## config.mk

```make
export PLATFORM = sky130hd
export DESIGN_NAME = dadda_final_adder_pipe
export DESIGN_NICKNAME = d
export VERILOG_FILES = /design/src/rtl/dadda_final_adder_pipe_pkg.sv /design/src/rtl/dadda_final_adder_pipe_cla.sv /design/src/rtl/dadda_final_adder_pipe.sv
export SDC_FILE = /design/constraint.sdc
export NUM_CORES = 1
export LEC_CHECK = 0
export ABC_CLOCK_PERIOD_IN_PS = 2600
export CAP_MARGIN = 15
export CORE_MARGIN = 8
export CORE_UTILIZATION = 49
export DETAILED_ROUTE_END_ITERATION = 6
export PLACE_DENSITY = 0.76
export SYNTH_ARGS = -nofsm -noshare
export SYNTH_HDL_FRONTEND = slang
export SYNTH_SLANG_ARGS = --single-unit
```

## constraint.sdc

```tcl
create_clock -name clk -period 2.6 [get_ports clk]
set_input_delay 0.39 -clock clk [delete_from_list [all_inputs] [get_ports clk]]
set_output_delay 0.39 -clock clk [all_outputs]
set_load 0.005 [all_outputs]
```

## src/rtl/dadda_final_adder_pipe_pkg.sv

```systemverilog
// dadda_final_adder_pipe_pkg: shared width default and S1 stage payload for the final adder pipe
package dadda_final_adder_pipe_pkg;
   localparam int DEF_WIDTH = 32;
   localparam int MAX_HALF  = 64;
   // Fields are sized for the widest supported slice; narrower builds keep the upper bits zero.
   typedef struct packed {
      logic [MAX_HALF-1:0] lo_sum;
      logic                lo_c;
      logic [MAX_HALF-1:0] a_hi;
      logic [MAX_HALF-1:0] b_hi;
   } s1_payload_t;
endpackage

```

## src/rtl/dadda_final_adder_pipe_cla.sv

```systemverilog
// dadda_final_adder_pipe_cla: N-bit carry-lookahead adder built from 4-bit lookahead groups
module dadda_final_adder_pipe_cla #(
   parameter int N = 16
) (
   input  logic [N-1:0] a,
   input  logic [N-1:0] b,
   input  logic         cin,
   output logic [N-1:0] sum,
   output logic         cout
);
   logic [N/4:0] gc;
   assign gc[0] = cin;
   for (genvar g = 0; g < N/4; g++) begin : grp
      logic [3:0] gen, prp, c;
      assign gen  = a[4*g +: 4] & b[4*g +: 4];
      assign prp  = a[4*g +: 4] ^ b[4*g +: 4];
      assign c[0] = gc[g];
      assign c[1] = gen[0] | (prp[0] & gc[g]);
      assign c[2] = gen[1] | (prp[1] & gen[0]) | ((&prp[1:0]) & gc[g]);
      assign c[3] = gen[2] | (prp[2] & gen[1]) | ((&prp[2:1]) & gen[0]) | ((&prp[2:0]) & gc[g]);
      assign gc[g+1] = gen[3] | (prp[3] & gen[2]) | ((&prp[3:2]) & gen[1])
                     | ((&prp[3:1]) & gen[0]) | ((&prp) & gc[g]);
      assign sum[4*g +: 4] = prp ^ c;
   end
   assign cout = gc[N/4];
endmodule

```

## src/rtl/dadda_final_adder_pipe.sv

```systemverilog
// dadda_final_adder_pipe: two-stage split final adder for Dadda sum/carry rows with valid/ready flow control
module dadda_final_adder_pipe
   import dadda_final_adder_pipe_pkg::*;
#(
   parameter int WIDTH = DEF_WIDTH
) (
   input  logic             clk,
   input  logic             rst_n,
   input  logic             in_valid,
   output logic             in_ready,
   input  logic [WIDTH-1:0] in_a,
   input  logic [WIDTH-1:0] in_b,
   output logic             out_valid,
   input  logic             out_ready,
   output logic [WIDTH-1:0] out_sum,
   output logic             out_cout
);
   localparam int HALF = WIDTH / 2;
   s1_payload_t     s1_q;
   logic            s1_valid, s1_adv, accept;
   logic [HALF-1:0] lo_sum, hi_sum;
   logic            lo_cout, hi_cout;
   logic            unused_s1;
   assign s1_adv    = s1_valid & (~out_valid | out_ready);
   assign in_ready  = ~s1_valid | s1_adv;
   assign accept    = in_valid & in_ready;
   assign unused_s1 = ^s1_q;
   dadda_final_adder_pipe_cla #(.N(HALF)) u_lo (
      .a    (in_a[HALF-1:0]),
      .b    (in_b[HALF-1:0]),
      .cin  (1'b0),
      .sum  (lo_sum),
      .cout (lo_cout)
   );
   dadda_final_adder_pipe_cla #(.N(HALF)) u_hi (
      .a    (s1_q.a_hi[HALF-1:0]),
      .b    (s1_q.b_hi[HALF-1:0]),
      .cin  (s1_q.lo_c),
      .sum  (hi_sum),
      .cout (hi_cout)
   );
   always_ff @(posedge clk or negedge rst_n) begin
      if (!rst_n) begin
         s1_valid  <= 1'b0;
         out_valid <= 1'b0;
      end else begin
         s1_valid  <= accept | (s1_valid & ~s1_adv);
         out_valid <= s1_adv | (out_valid & ~out_ready);
      end
   end
   always_ff @(posedge clk) begin
      if (accept) begin
         s1_q <= '{lo_sum: MAX_HALF'(lo_sum),
                   lo_c:   lo_cout,
                   a_hi:   MAX_HALF'(in_a[WIDTH-1:HALF]),
                   b_hi:   MAX_HALF'(in_b[WIDTH-1:HALF])};
      end
   end
   // Output registers are reset so the result bus reads zero while rst_n is low.
   always_ff @(posedge clk or negedge rst_n) begin
      if (!rst_n) begin
         out_sum  <= '0;
         out_cout <= 1'b0;
      end else if (s1_adv) begin
         out_sum  <= {hi_sum, s1_q.lo_sum[HALF-1:0]};
         out_cout <= hi_cout;
      end
   end
endmodule
```

; After elaboration in Yosys (flattened, before gate mapping)
; Index checks and enable logic that the tools add are counted.
[classes]
n_bitwise = 188
n_reduce_logical = 45
[op_table]
columns = op, n
row1 = 1-bit AND, 80
row2 = 1-bit bitwise OR, 80
row3 = 4-bit bitwise XOR, 16
row4 = 2-bit AND reduction, 23
row5 = 3-bit AND reduction, 15
row6 = 4-bit AND, 8
row7 = 4-bit AND reduction, 7
row8 = 1-bit NOT, 4
[totals]
output_inout_bits = 35
wordCells = 241
register_bits = 84
in_bits = 68

; Depth between registers and ports, before layout
; Gate-level depths: netlist of run 1.
[logic_depth]
depth_word = 13
depth_mapped = 9
ltp_nobuf = 9

; Cells and area by module
; From an unflattened synthesis of run 1, not the netlist that was laid out.
[hier_totals]
cells_unflattened = 323
hier_area_um2 = 4584.4
[modules_own_cells]
columns = mod, seq_area_each_um2, cells_each, n_inst, area_each_um2
row1 = dadda_final_adder_pipe, 2347.3, 127, 1, 2947.8
row2 = dadda_final_adder_pipe_cla, 0.0, 98, 2, 818.3

; Worst setup path before layout of run 1
; OpenSTA, ideal clock, no wires.
[synth_path]
kind = register to register
start = register s1_q[0] (netlist bit)
end = register out_sum[29]
path_buffers = 0
t_arrival_ps = 2249
setup_ps = 134
stages_incl_launch_ff = 10
period_less_slack_ps = 2383
setup_slack_ps = 217
t_required_ps = 2466
path_cell_list = edfxtp_1 > ha_1 > a211o_1 > and2_4 > a21oi_2 > a31oi_2 > a21o_2 > fa_1 > xnor2_1 > o21ai_0
[synth_via]
elab_chain_len = 11
elab_cells_between_ends = 14
cone_classes = bitwise (13) / reduce/logical (1)
[synth_rtl]
columns = element, line
row1 = start: declaration, dadda_final_adder_pipe.sv:19  ; s1_payload_t s1_q;
row2 = start signal: assignment, dadda_final_adder_pipe.sv:53  ; s1_q <= '{lo_sum: MAX_HALF'(lo_sum),
row3 = 4-bit bitwise XOR or 4-bit AND (tied branches), "dadda_final_adder_pipe_cla.sv:16, dadda_final_adder_pipe_cla.sv:15"
row4 = 4-bit AND reduction or 1-bit AND (tied branches), dadda_final_adder_pipe_cla.sv:22  ; | ((&prp[3:1]) & gen[0]) | ((&prp) & gc[g]);
row5 = 1-bit AND or 1-bit bitwise OR (tied branches), dadda_final_adder_pipe_cla.sv:22
row6 = 1-bit bitwise OR (*), dadda_final_adder_pipe_cla.sv:22
row7 = 1-bit AND (*), dadda_final_adder_pipe_cla.sv:22
row8 = 1-bit bitwise OR (*), dadda_final_adder_pipe_cla.sv:22
row9 = 1-bit AND (*), dadda_final_adder_pipe_cla.sv:22
row10 = 1-bit bitwise OR (*), dadda_final_adder_pipe_cla.sv:22
row11 = 1-bit AND (*), dadda_final_adder_pipe_cla.sv:18  ; assign c[1] = gen[0] | (prp[0] & gc[g]);
row12 = 1-bit bitwise OR (*), dadda_final_adder_pipe_cla.sv:18
row13 = 4-bit bitwise XOR (*), dadda_final_adder_pipe_cla.sv:23  ; assign sum[4*g +: 4] = prp ^ c;
row14 = end signal: assignment, dadda_final_adder_pipe.sv:65  ; out_sum <= {hi_sum, s1_q.lo_sum[HALF-1:0]};
row15 = end: declaration, dadda_final_adder_pipe.sv:15  ; output logic [WIDTH-1:0] out_sum,
; Every way passes the cells marked *; elsewhere a longest branch is shown, timed or not.
; A chain may end at the register's enable or synchronous reset.

; Final worst setup path of run 1
[layout_path]
start = input in_a[1]
end = register s1_q[142] (netlist bit), data pin
[layout_via]
elab_chain_len = 11
elab_cells_between_ends = 14
cone_classes = bitwise (13) / reduce/logical (1)
[layout_rtl]
columns = element, line
row1 = start: declaration, dadda_final_adder_pipe.sv:11  ; input logic [WIDTH-1:0] in_a,
row2 = 4-bit bitwise XOR or 4-bit AND (tied branches), "dadda_final_adder_pipe_cla.sv:16, dadda_final_adder_pipe_cla.sv:15"
row3 = 3-bit AND reduction or 1-bit AND (tied branches), "dadda_final_adder_pipe_cla.sv:22, dadda_final_adder_pipe_cla.sv:21"
row4 = 1-bit AND or 1-bit bitwise OR (tied branches), "dadda_final_adder_pipe_cla.sv:22, dadda_final_adder_pipe_cla.sv:21"
row5 = 1-bit bitwise OR (*), dadda_final_adder_pipe_cla.sv:22
row6 = 1-bit AND (*), dadda_final_adder_pipe_cla.sv:22
row7 = 1-bit bitwise OR (*), dadda_final_adder_pipe_cla.sv:22
row8 = 1-bit AND (*), dadda_final_adder_pipe_cla.sv:22
row9 = 1-bit bitwise OR (*), dadda_final_adder_pipe_cla.sv:22
row10 = 1-bit AND (*), dadda_final_adder_pipe_cla.sv:18
row11 = 1-bit bitwise OR (*), dadda_final_adder_pipe_cla.sv:18
row12 = 4-bit bitwise XOR (*), dadda_final_adder_pipe_cla.sv:23
row13 = via lo_sum[13], dadda_final_adder_pipe.sv:21  ; logic [HALF-1:0] lo_sum, hi_sum;
; The timed path passes the listed nets; every way through them passes the cells marked *.

==> results of run 1 <==
-- flip-flops by register name, indices dropped and copies added, names as in the netlist --
| signal | cells |
|---|---|
| s1_q | 49 |
| out_cout | 1 |
| s1_valid | 1 |
| out_valid | 1 |
| out_sum | 32 |
-- timing repair --
item | in CTS | in global routing
buffers inserted | 0 | 1
setup endpoints to repair | 0 | 6
gates resized for setup | 0 | 6
-- cells by family after synthesis --
group	after synthesis
AND/OR/NAND/NOR	113
AO/OA/AOI/OAI	64
XOR/XNOR	19
buffers and inverters	14
adder cells (fa/ha/maj)	40
flip-flops	84
-- cell usage after synthesis, drive strengths merged (5+ instances only) --
library cell and count:
nand2 79, edfxtp 49, dfrtp 35, ha 32, o21ai 15, a21oi 13
a21o 12, nor2 12, xnor2 10, xor2 9, fa 8, clkbuf 7
inv 7, nand2b 5, nand3 5
-- through the flow --
stage / hold slack, ns / power, mW
final: 0.1298 / 3.505
after global routing: 0.1888 / 3.709
after CTS: 0.1575 / 3.533
after detailed placement: 0.4258 / 2.657
after global placement: 0.4162 / 2.622
after floorplan: 0.09441 / 2.138
-- final timing paths --
| kind | end | cells past startpoint | start |
|---|---|---|---|
| max | s1_q[142] | 8 | in_a[1] |
| min | out_sum[4] | 1 | rst_n |
| max reg2reg | out_sum[29] | 9 | s1_q[0] |
| min reg2reg | out_sum[4] | 2 | s1_q[133] |
| max in group asynchronous | out_sum[10] | 1 | rst_n |
| min in group clk | out_sum[4] | 2 | s1_q[133] |
-- power breakdown --
group	total (mW)	leakage, nW	internal, mW	switching [mW]
registers	1.72	0.895	1.62	0.0936
clock network	0.881	0.0850	0.435	0.446
logic	0.907	1.37	0.522	0.385
total	3.51	2.35	2.58	0.925
-- cell type report --
| class | count | area (µm²) |
|---|---|---|
| Clock buffer | 10 | 127.6 |
| Clock inverter | 6 | 56.30 |
| Fill cell | 643 | 2570 |
| Inverter | 7 | 26.28 |
| Multi-Input combinational cell | 236 | 1685 |
| Sequential cell | 84 | 2347 |
| Tap cell | 105 | 131.4 |
| Timing Repair Buffer | 118 | 1149 |
-- per-layer routing --
metal | share of wire (%) | vias to the layer above | track usage [%] | wire length (µm)
li1 | - | 1430 | - | -
met1 | 41 | 1355 | 17.72 | 3481
met2 | 52 | 61 | 26.78 | 4454
met3 | 5.9 | 10 | 5.339 | 510
met4 | 1.7 | 0 | 5.729 | 144
met5 | 0 | - | 0 | 0
==> metrics.txt, run 1 <==
Crit path largest cell delay=0.44 ns; Pre-antenna DRT Iters=4; die area=11420 µm²; Initial Utilization=50.00%; Slew headroom=44.63%; max-cap violations=0; CP bufs+invs=1; critical path's top delay family=compound AO/OA/AOI/OAI gates; Final HPWL DP=6537 µm; Final period util=95.55%; Die Wd=106.9 µm; Setup crit start kind=input port; IO Pins=103; Seq/Total Area, Yosys=58.01%; pre-CTS setup slack=-0.3838 ns; syn_nets=442; Synth async-reset ratio=41.67%; first-pass GRT wire length=14250 µm; fraction of layout cells with a size suffix above 1=8.894%; Inst Count DP=549; number of H-tree levels=3; fin nets=564; DRT antenna net count=0; CP Capture Type=flip-flop; DR iter-0 viols=73; total routed wirelength=8590 µm; dpl cell area=5294 µm²; top post-synthesis cells by area=edfxtp_1 36%, dfrtp_1 22%, ha_1 9.9%; Post-Synthesis Cells=334; vias in the first global route=3024; Clock transition at path regs=0.09 ns; Min Clock Period, post-route=2.484 ns; Synth Area in Compound Gates=11.01%; top cell type by total area after synthesis=edfxtp_1; post-route cell area=5523 µm²; EDFF count, synth=49; post-synthesis mux area share=0%; crit path cell chain=clkdlybuf4s50_1 -> ha_1 -> a211oi_1 -> o2111ai_2 -> a31oi_2 -> o31ai_2 -> fa_1 -> xor2_1; # diodes=0; cell area after synthesis=4046 µm²; hold_buf cts=0; Yosys top cell area share=36.36%; gr ovfl total=0; CTS Buf Count=9; Max Root-Sink Buffers=2; Row Count=33; Yosys reg bits=84; Setup WS post-layout=0.1158 ns; Clock Skew=0.01486 ns; Port Buf Inserts=102; XOR/XNOR Fraction of Synth Area=4.113%; WL/cell=15.18 µm; DRC viols=0; worst reg2reg setup slack=0.18 ns; Slew Viols, Final=0; Vias=2856; CP Class=input port to flip-flop; core area=8093 µm²; GRT Overall Usage=15.64%; Root Buffer=clkbuf_8; RSZ-0062 raised after global routing=false; Post-Synth Simple-Gate Area=11.72%; VDD IR-drop max=277.0 µV; commonest non-fill, non-tap cells in the layout=101 x clkdlybuf4s50_1, 79 x nand2_1, 49 x edfxtp_1; dominant synthesized flop cell=edfxtp_1; slowest stage cell, crit path=clkdlybuf4s50_1; hold crit path type=input port to async pin; initial antenna violation count=0; f_max=402.5 MHz; Final Hold Vio Count=0; Worst EP arrival=2.59 ns; status=finished clean; Via density=5.046; Max Fanout on Critical Path=3; Syn Area/Cell=12.11 µm²; Netlist cell types=39; main combinational cell family by area after synthesis=adder cells; die height=106.9 µm; CP required=2.71 ns; largest net degree at the start of global routing=50; slew of the pin with the lowest slew margin=0.8305 ns; area share of fa/ha/maj cells after synthesis=13.85%; Final Setup Violations=0; commonest non-fill, non-tap cell in the layout=clkdlybuf4s50_1; Skew-Pair Late Insertion Delay=0.35 ns; CTS tree=done; P_leak=2.351 nW; Synth Warn #=0; routability cong.=0.8012; Non-Filler Instances=566; CTS Sinks=84; Setup TNS=0 ns; PwrDens=634.7 nW/µm²; P&R area growth vs syn=36.49%; Layout Utilization=68.24%
Power figures use the tool's default switching activity.
==> run 2: changes to the inputs <==
--- a/config.mk
+++ b/config.mk
@@ -7,10 +7,12 @@
 export LEC_CHECK = 0
 export ABC_CLOCK_PERIOD_IN_PS = 2600
 export CAP_MARGIN = 15
+export CELL_PAD_IN_SITES_DETAIL_PLACEMENT = 0
+export CELL_PAD_IN_SITES_GLOBAL_PLACEMENT = 1
 export CORE_MARGIN = 8
-export CORE_UTILIZATION = 49
+export CORE_UTILIZATION = 39
 export DETAILED_ROUTE_END_ITERATION = 6
-export PLACE_DENSITY = 0.76
+export PLACE_DENSITY = 0.77
 export SYNTH_ARGS = -nofsm -noshare
 export SYNTH_HDL_FRONTEND = slang
 export SYNTH_SLANG_ARGS = --single-unit
==> metrics.txt, run 2 (synthesis gave the netlist of run 1 again) <==
status=finished clean (unchanged); Seq pwr share=45.6% (was 49.0%); Clock transition at path regs=0.09 ns (about the same); Row Count=37 (was 33); CP Capture Type=flip-flop (unchanged); Vias=2870 (was 2856); fraction of layout cells with a size suffix above 1=10.32% (was 8.894%); die area=13890 µm² (was 11420 µm²); Final Setup Violations=0 (unchanged); clock share of power=30.0% (was 25.1%); P_leak=2.407 nW (was 2.351 nW); highest routed layer=met4 (unchanged); Clock Skew=0.01325 ns (was 0.01486 ns); WL/cell=14.73 µm (was 15.18 µm); DR iter-0 viols=104 (was 73); worst reg2reg setup slack=0.13 ns (was 0.18 ns); CP required=2.71 ns (about the same); Die Wd=117.9 µm (was 106.9 µm); fin nets=568 (was 564); initial antenna violation count=0 (unchanged); Skew-Pair Late Insertion Delay=0.35 ns (about the same); CTS Buf Count=9 (unchanged); vias in the first global route=3109 (was 3024); CP Launch Point=in_a[1] (unchanged); met3 wire len=329 µm (was 510 µm); CP Class=input port to flip-flop (unchanged); met1 wire length=3795 µm (was 3481 µm); number of H-tree levels=3 (unchanged); first-pass GRT wire length=14510 µm (was 14250 µm); Max Root-Sink Buffers=2 (unchanged); die height=117.9 µm (was 106.9 µm); routability cong.=0.7512 (was 0.8012); PwrDens=667.2 nW/µm² (was 634.7 nW/µm²); slew of the pin with the lowest slew margin=0.8021 ns (was 0.8305 ns); hold crit path type=input port to async pin (unchanged); largest net degree at the start of global routing=50 (unchanged); DRC viols=0 (unchanged); CTS Sinks=84 (unchanged); met2 WL=4516 µm (was 4454 µm); commonest non-fill, non-tap cells in the layout=101 x clkdlybuf4s50_1, 79 x nand2_1, 49 x edfxtp_1 (unchanged); Worst EP arrival=2.63 ns (was 2.59 ns); Worst setup endpoint=s1_q[142] (unchanged); Max Fanout on Critical Path=3 (unchanged); Pre-antenna DRT Iters=4 (unchanged); R2R Path Start=s1_q[64] (was s1_q[0]); Largest regs=s1_q (49), out_sum (32) (unchanged); Final period util=97.09% (was 95.55%); Final HPWL DP=6752 µm (was 6537 µm); DRT antenna net count=0 (unchanged); switching pwr=0.9521 mW (was 0.9252 mW); worst reg2reg path depth=9 (unchanged); core area=10180 µm² (was 8093 µm²); Non-Filler Instances=601 (was 566); Root Buffer=clkbuf_8 (unchanged); Logic pwr share=24.4% (was 25.9%); total routed wirelength=8853 µm (was 8590 µm); Initial Utilization=39.73% (was 50.00%); commonest non-fill, non-tap cell in the layout=clkdlybuf4s50_1 (unchanged); Final Hold Vio Count=0 (unchanged); P&R area growth vs syn=39.61% (was 36.49%); Internal Power=2.817 mW (was 2.580 mW); Largest Register=s1_q (unchanged); max-cap violations=0 (unchanged); Port Buf Inserts=102 (unchanged); # diodes=0 (unchanged); f_max=396.1 MHz (was 402.5 MHz); Slew Viols, Final=0 (unchanged); Setup WS post-layout=0.07562 ns (was 0.1158 ns); IO Pins=103 (unchanged); # fillers=885 (was 643); CTS tree=done (unchanged); Min Clock Period, post-route=2.524 ns (was 2.484 ns); VDD IR-drop max=276.3 µV (was 277.0 µV); R2R Path End=out_sum[29] (unchanged); Inst Count DP=584 (was 549); Setup crit start kind=input port (unchanged); Layout Utilization=55.47% (was 68.24%); GRT Overall Usage=13.01% (was 15.64%); gr ovfl total=0 (unchanged); Via density=4.775 (was 5.046); Slew headroom=46.53% (was 44.63%); Largest register FFs=49 (unchanged); switching share of power=25.26% (was 26.40%); pre-CTS setup slack=-0.3224 ns (was -0.3838 ns)
==> run 2: changes by cell type in the layout (fill, tap and decap cells not counted), sizes merged <==
cell,change
bufinv,+2
clkinv,-1
clkinvlp,-1
buf,+4
==> run 2: final cells by class <==
type / instances / area (µm²) / share of cell area [%]
clock inverter: 6 / 111.4 / 1.971
inverter: 7 / 26.28 / 0.4651
timing repair buffer: 122 / 1179 / 20.86
sequential: 84 / 2347 / 41.55
tap: 136 / 170.2 / 3.012
multi-input combinational: 236 / 1678 / 29.70
clock buffer: 10 / 137.6 / 2.436
==> run 2: critical path, stage by stage <==
cell	delay, ns
clkdlybuf4s50_1	0.43
ha_1	0.34
a211oi_2	0.26
o2111ai_2	0.18
a31oi_1	0.19
buf_4	0.14
o31ai_1	0.11
fa_1	0.41
xor2_1	0.17
==> run 2: repair_timing <==
| item | 4_1_cts | 5_1_grt |
|---|---|---|
| endpoints found under the setup margin | 0 | 4 |
| buffers inserted | 0 | 1 |
| hold buffers | 0 | 0 |
| gates resized for setup | 0 | 5 |
==> run 2: stage by stage <==
stage / instance area (µm²) / hold WS, ns / setup TNS (ns) / power [mW]
detailed placement: 5363 / 0.4206 / -1.587 / 2.672
floorplan: 4046 / 0.09441 / 0 / 2.138
global route: 5649 / 0.1884 / -0.03074 / 3.974
global placement: 5363 / 0.4185 / -1.424 / 2.646
finish: 5649 / 0.1205 / 0 / 3.769
CTS: 5612 / 0.1465 / 0 / 3.810
==> run 2: how the worst min path moves through the flow <==
stage | slack, ns | endpoint | cells past startpoint | from
3_3_place_gp | 0.42 | out_sum[11] | 2 | s1_q[140]
3_5_place_dp | 0.42 | out_sum[3] | 2 | s1_q[132]
2_1_floorplan | 0.09 | out_cout | 0 | rst_n
4_1_cts | 0.15 | out_sum[4] | 1 | rst_n
5_1_grt | 0.19 | out_sum[0] | 1 | rst_n
6_report | 0.12 | out_sum[4] | 1 | rst_n
==> run 2: power by group through the flow <==
stage | clock (mW) | sequential, mW | combinational [mW]
6_report | 1.13 | 1.72 | 0.920
5_1_grt | 1.21 | 1.74 | 1.03
3_5_place_dp | 0 | 1.75 | 0.922
2_1_floorplan | 0 | 1.74 | 0.396
4_1_cts | 1.16 | 1.72 | 0.926
3_3_place_gp | 0 | 1.74 | 0.904
==> run 2: metal layers <==
layer  vias to the layer above  track usage, %
met5                         -               0
met4                         0           6.886
met3                        15           3.070
met2                        58           22.87
met1                      1357           14.30
li1                       1440               -
